==> config.mk <==
export PLATFORM = sky130hd
export DESIGN_NAME = arbitro_mul
export DESIGN_NICKNAME = d
export VERILOG_FILES = /design/src/rtl/arbitro_mul_pkg.sv /design/src/rtl/prioridad_rr.sv /design/src/rtl/arbitro_mul.sv
export SDC_FILE = /design/constraint.sdc
export NUM_CORES = 1
export LEC_CHECK = 0
export BUFFER_PORTS_ARGS = -buffer_cell sky130_fd_sc_hd__buf_4
export CELL_PAD_IN_SITES_DETAIL_PLACEMENT = 1
export CELL_PAD_IN_SITES_GLOBAL_PLACEMENT = 2
export CORE_MARGIN = 4
export CORE_UTILIZATION = 25
export DETAILED_ROUTE_END_ITERATION = 8
export HOLD_SLACK_MARGIN = 0.15
export PLACE_DENSITY = 0.75
export SETUP_SLACK_MARGIN = 0.2
export SKIP_LAST_GASP = 1
export SLEW_MARGIN = 20
export SYNTH_ARGS = -nofsm -noshare
export SYNTH_HDL_FRONTEND = slang
export SYNTH_SLANG_ARGS = --single-unit
==> constraint.sdc <==
create_clock -name clk -period 2.16 [get_ports clk]
set_input_delay 0.108 -clock clk [delete_from_list [all_inputs] [get_ports clk]]
set_output_delay 0.108 -clock clk [all_outputs]
set_load 0.01 [all_outputs]
==> src/rtl/arbitro_mul_pkg.sv <==
// Shared types and default sizing for the arbitro_mul two-requester multiplier arbiter.
package arbitro_mul_pkg;

  typedef enum logic [1:0] {
    LIBRE   = 2'd0,
    LANZA   = 2'd1,
    ESPERA  = 2'd2,
    ENTREGA = 2'd3
  } estado_t;

  localparam int ANCHO_DEF = 4;
  localparam int TMAX_DEF  = 64;

endpackage

==> src/rtl/prioridad_rr.sv <==
// Two-way round-robin pick: a lone request wins, a tie goes to whoever was not served last.
module prioridad_rr (
  input  logic sol0,
  input  logic sol1,
  input  logic ultimo,
  output logic grant
);

  always_comb begin
    grant = 1'b0;
    if (sol0 && sol1) grant = ~ultimo;
    else if (sol1)    grant = 1'b1;
  end

endmodule

==> src/rtl/arbitro_mul.sv <==
// Arbitrates two requesters onto one external multiplier; every output is registered.
// ARBITRO_MUL_WATCHDOG_EN adds an ESPERA timeout that returns a zero result with an error pulse.
module arbitro_mul
  import arbitro_mul_pkg::*;
#(
  parameter int ANCHO = ANCHO_DEF,
  parameter int TMAX  = TMAX_DEF
) (
  input  logic               clk,
  input  logic               reset,
  input  logic               sol0,
  input  logic               sol1,
  input  logic [ANCHO-1:0]   a0,
  input  logic [ANCHO-1:0]   b0,
  input  logic [ANCHO-1:0]   a1,
  input  logic [ANCHO-1:0]   b1,
  output logic               acep0,
  output logic               acep1,
  output logic [2*ANCHO-1:0] res0,
  output logic [2*ANCHO-1:0] res1,
  output logic               listo0,
  output logic               listo1,
  output logic               error0,
  output logic               error1,
  output logic               mul_start,
  output logic [ANCHO-1:0]   mul_a,
  output logic [ANCHO-1:0]   mul_b,
  input  logic [2*ANCHO-1:0] mul_res,
  input  logic               mul_fin
);

  if (TMAX < 1) begin : g_tmax_chk
    $error("arbitro_mul: TMAX must be at least 1");
  end

  estado_t estado;
  logic    g, ultimo, sel, fin_q, fin_sube, vence;

  prioridad_rr u_rr (
    .sol0   (sol0),
    .sol1   (sol1),
    .ultimo (ultimo),
    .grant  (sel)
  );

  // fin_q resets high so a done level left over from before reset never counts as an edge
  assign fin_sube = mul_fin & ~fin_q;

`ifdef ARBITRO_MUL_WATCHDOG_EN
  localparam int CW = $clog2(TMAX + 1);
  logic [CW-1:0] cnt;
  logic          tmo;

  assign vence = (estado == ESPERA) && !fin_sube && (cnt == CW'(TMAX - 1));

  always_ff @(posedge clk or negedge reset) begin
    if (!reset) begin
      cnt    <= '0;
      tmo    <= 1'b0;
      error0 <= 1'b0;
      error1 <= 1'b0;
    end else begin
      error0 <= 1'b0;
      error1 <= 1'b0;
      case (estado)
        LANZA:   begin cnt <= '0; tmo <= 1'b0; end
        ESPERA:  if (!fin_sube) begin
                   cnt <= cnt + 1'b1;
                   if (vence) tmo <= 1'b1;
                 end
        ENTREGA: begin error0 <= tmo & ~g; error1 <= tmo & g; end
        default: ;
      endcase
    end
  end
`else
  assign vence  = 1'b0;
  assign error0 = 1'b0;
  assign error1 = 1'b0;
`endif

  always_ff @(posedge clk or negedge reset) begin
    if (!reset) begin
      estado    <= LIBRE;
      g         <= 1'b0;
      ultimo    <= 1'b1;
      fin_q     <= 1'b1;
      acep0     <= 1'b0;
      acep1     <= 1'b0;
      listo0    <= 1'b0;
      listo1    <= 1'b0;
      mul_start <= 1'b0;
      mul_a     <= '0;
      mul_b     <= '0;
      res0      <= '0;
      res1      <= '0;
    end else begin
      fin_q     <= mul_fin;
      acep0     <= 1'b0;
      acep1     <= 1'b0;
      listo0    <= 1'b0;
      listo1    <= 1'b0;
      mul_start <= 1'b0;
      case (estado)
        LIBRE: if (sol0 || sol1) begin
          g      <= sel;
          acep0  <= ~sel;
          acep1  <= sel;
          mul_a  <= sel ? a1 : a0;
          mul_b  <= sel ? b1 : b0;
          estado <= LANZA;
        end
        LANZA: begin
          mul_start <= 1'b1;
          estado    <= ESPERA;
        end
        ESPERA: if (fin_sube || vence) begin
          if (g) res1 <= vence ? '0 : mul_res;
          else   res0 <= vence ? '0 : mul_res;
          estado <= ENTREGA;
        end
        ENTREGA: begin
          listo0 <= ~g;
          listo1 <= g;
          ultimo <= g;
          estado <= LIBRE;
        end
        default: estado <= LIBRE;
      endcase
    end
  end

endmodule
Word-level counts from Yosys, hierarchy flattened
Index checks and enable logic that the tools add are counted.
{ "totals": {"register_bits": 34, "in_bits": 29, "output_inout_bits": 31} }
{ "classes": {"n_eq_ne": 5, "muxes": 14, "bitwise_logic": 5, "reduce_logical": 7} }
{ "ops": {"columns": ["cell", "n"], "rows": [
  ["2-to-1 mux 1 bit", 9],
  ["2-to-1 mux 4 bit", 2],
  ["one-hot mux 2 bit (4 select lines)", 1],
  ["AND reduction 3 bit", 2],
  ["equality test 2 bit (second input constant)", 2],
  ["2-to-1 mux 2 bit", 2],
  ["!= test 2 bit (second input constant)", 2],
  ["inverter 1 bit", 4],
  ["AND reduction 2 bit", 2],
  ["equality test 2 x 1 -> 1 bit (second input constant)", 1],
  ["zero test 2 bit", 1],
  ["AND 1 bit", 1],
  ["logical AND 1 bit", 1],
  ["logical OR 1 bit", 1]
]} }

Logic depth before layout (Yosys ltp)
{ "logic_depth": {"depth_word": 5, "ltp_mapped": 5} }

By module
From an unflattened synthesis, not the netlist that was laid out.
{ "unflattened": {"hier_cells": 104, "area_unflattened_um2": 1421.4} }
{ "modules_own_cells": {"columns": ["mod", "n_inst", "cells_per_inst", "area_per_inst_um2", "seq_area_each_um2"], "rows": [
  ["arbitro_mul", 1, 103, 1410.1, 853.3],
  ["prioridad_rr", 1, 1, 11.3, 0.0]
]} }

Worst setup path before layout
OpenSTA, ideal clock, no wires.
{ "synth_timing": {"kind": "flip-flop to flip-flop", "start": "reg estado[0]", "end": "reg res0[0]", "setup_ps": 125, "arrival_ps": 1417, "setup_slack_ps": 619, "stages_incl_launch_ff": 5, "n_path_buf": 0, "path_cell_list": "dfrtp_1 inv_1 ha_1 nor3b_4 mux2_2"} }
{ "synth_between": {"elab_chain_cells": 2} }
{ "synth_rtl": {"columns": ["element", "line", "source"], "rows": [
  ["from (decl)", "arbitro_mul.sv:36", "estado_t estado;"],
  ["from (signal assigned)", "arbitro_mul.sv:84", "estado <= LIBRE;"],
  ["from (signal assigned)", "arbitro_mul.sv:111", "estado <= LANZA;"],
  ["from (signal assigned)", "arbitro_mul.sv:115", "estado <= ESPERA;"],
  ["equality test 2 bit", "arbitro_mul.sv:104", "case (estado)"],
  ["AND reduction 3 bit (no source line)", null, null],
  ["to (signal assigned)", "arbitro_mul.sv:119", "else res0 <= vence ? '0 : mul_res;"],
  ["to (decl)", "arbitro_mul.sv:19", "output logic [2*ANCHO-1:0] res0,"]
]} }
No other way between the ends.
A chain may end at the register's enable or synchronous reset.

Worst setup path in the final report
{ "layout_timing": {"start": "reg estado[0]", "end": "reg res0[3]"} }
The elaborated chain is that of the path after synthesis.

==> impl_metrics.toml <==
[outcome]
status = "complete, no violations"

[power_and_ir_drop]
p_int_uw = 1950
power.density_mw_per_mm2 = 1280
pwr-share-clk_pct = 20.0
p_seq_share_pct = 38.9
pwr-share-comb_pct = 41.1
power.switching_uw = 969
peakVddDrop_mv = 0.420
switching_share_pct = 33.2
total_power_uw = 2920
leakagePower_uw = 0.00109

[worst_setup_path]
cp-end-kind = "flop"
crit_required_ns = 2.33
r2r_end = "res0[3]$_DFFE_PN0P_"
critPathLaunch = "estado[0]$_DFFE_PN0P_"
crit_type = "flop to flop"
crit_end = "res0[3]$_DFFE_PN0P_"
reg2reg_from = "estado[0]$_DFFE_PN0P_"
ff2ff_path_depth = 4
r2r_slack_ns = 0.41
startpoint_type = "flop"
cp_max_fo = 8
cp.arrival_ns = 1.92

[logic_synthesis]
ys_types = 23
yosysTopAreaCell = "dfrtp_1"
ys_ff_latch = 34
syn-instance-count = 110
synth_top_area_share_pct = 56.6
seq_area_frac_synth_pct = 60.3
synth_area_per_cell_sq_um = 12.9
synthFlopType = "dfrtp_1"
synth_edf_count = 0
yosysWarnings = 0
synth.area.top_cells = "dfrtp_1 (57%), mux2_2 (14%), a21oi_1 (6.0%)"
synthArstFlopShare_pct = 100
syn_area_sq_mm = 0.00142

[finish]
fillers = 591
final_common_cell = "buf_4"
synthToLayoutAreaGrowth_pct = 61.3
drive_gt1_share_pct = 44.9
n_antenna_cell = 0
fin_util_pct = 41.4
final_cell_mix = "buf_4 (57), dfrtp_1 (32), dlygate4sd3_1 (25)"
fin_nets = 231

[sta]
post-route-period-util_pct = 81.1
setup_viol = 0
finalHoldViolCount = 0
worst_slew_pin_slew_ns = 0.758
slew_headroom_pct = 49.1
slew_violations = 0
rsz0062_at_grt = "no"
fmaxAchievable_ghz = 0.571
min_period_ns = 1.75
tns_ns = 0
skew_ns = 0.00801

[clocking]
cts_hold_buf = 25
cts.clk_slew.worst_paths_ns = 0.07
clockBufferDepth = 2
clock_sinks = 34
cts_inserted_buffers = 5
clk_root_buffer_cell = "clkbuf_8"
cts_tree = "yes"
htreeDepth = 2
post_cts_buffers = 0
cts-resized-gates = 0
clk_latency_ns = 0.29

[die]
io_pins = 60
die_area_sq_mm = 0.00693
start_util_pct = 25.7
coreArea_sq_mm = 0.00551
core.rowCount = 27
die_h_microns = 83.2
die_width_microns = 83.2

[detailed_routing]
post-route-drc-count = 0
vias = 1164
wl_mm = 3.86
viasPerCell = 4.31
drtIter0Drc = 21
antenna_left = 0
dr.pass1.iters = 4
wl_per_cell_microns = 14.3

[place]
post-dp-hpwl_mm = 2.81
routabilityCongestion = 0.698
io_buffers = 57

[grt]
grt_antenna_before_repair = 0
grt_max_degree = 35
grt_overflow_total = 0
grt_pass1_vias = 1303
gr-usage-all-layers_pct = 11.8
grt_pass1_wl_mm = 6.61

[worst_hold_path]
min_path_type = "primary input to flop"

[flow_run]
maxCapViolCount = 0
==> critical path, cell delays in order, from the launching register on <==
cell and delay, ns:
dfrtp_1 0.42, inv_1 0.12, ha_1 0.26, nor3b_4 0.44, mux2_2 0.39
==> layout make-up <==
cell class              count  area (sq um)  area share (%)
clock buffers               5          68.8            3.02
clock inverters             3          45.0            1.97
inverters                   2          7.51           0.329
multi-input cells          72           539            23.6
flip-flops and latches     34           853            37.4
well taps                  72          90.1            3.95
repair buffers             82           678            29.7
==> synthesized netlist by cell type, types with 2 or more instances <==
library cell,count
a21oi_1,17
inv_1,2
buf_4,2
mux2_2,18
and2_1,2
ha_1,5
dfrtp_1,32
dfstp_2,2
nor2_1,9
nand2_1,8
==> state kept, by name, indices dropped and copies added, names as in the netlist, 2 cells and up <==
register	flops
res0	8
res1	8
mul_a	4
mul_b	4
estado	2
==> metrics by stage <==
step / hold WS [ns] / area (sq um) / instances / setup slack [ns]
4_1_cts: 0.155 / 2280 / 270 / 0.365
2_1_floorplan: -0.188 / 1420 / 111 / 0.619
6_report: 0.163 / 2280 / 270 / 0.407
3_5_place_dp: 0.0881 / 1920 / 237 / 0.423
3_3_place_gp: 0.0765 / 1920 / 237 / 0.529
5_1_grt: 0.167 / 2280 / 270 / 0.300
==> kinds of logic (layout without fill, tap and decap cells) <==
logic type / after synthesis / after routing / share of synthesized area (%)
AND/OR/NAND/NOR: 24 / 24 / 9.20
flip-flops: 34 / 34 / 60.3
buffers and inverters: 5 / 92 / 1.86
adder cells (fa/ha/maj): 5 / 5 / 4.42
multiplexers: 18 / 18 / 14.3
other: 1 / 2 / 0.265
AO/OA/AOI/OAI: 23 / 23 / 9.64
==> power groups by stage <==
stage	sequential, uW	combinational, uW	clock [uW]
after floorplan	1230	479	0
after global placement	1130	1130	0
after detailed placement	1150	1180	0
after CTS	1140	1220	603
after global routing	1180	1320	637
final	1130	1200	585
==> per-layer routing <==
| metal | global-route usage [%] | vias to the layer above | share of wire, % |
|---|---|---|---|
| met5 | 0 | - | 0 |
| met4 | 3.12 | 0 | 1.2 |
| met3 | 4.17 | 5 | 7.3 |
| met2 | 19.8 | 51 | 48 |
| met1 | 14.4 | 560 | 43 |
| li1 | - | 548 | - |
==> how the worst min path moves through the flow <==
stage / start / end / cells after the start
after floorplan: reset / acep0$_DFF_PN0_ / 0
after global placement: reset / res1[2]$_DFFE_PN0P_ / 1
after detailed placement: reset / res1[7]$_DFFE_PN0P_ / 1
after CTS: a1[1] / mul_a[1]$_DFFE_PN0P_ / 3
after global routing: a1[1] / mul_a[1]$_DFFE_PN0P_ / 3
final: a1[1] / mul_a[1]$_DFFE_PN0P_ / 3
Power figures use the tool's default switching activity.
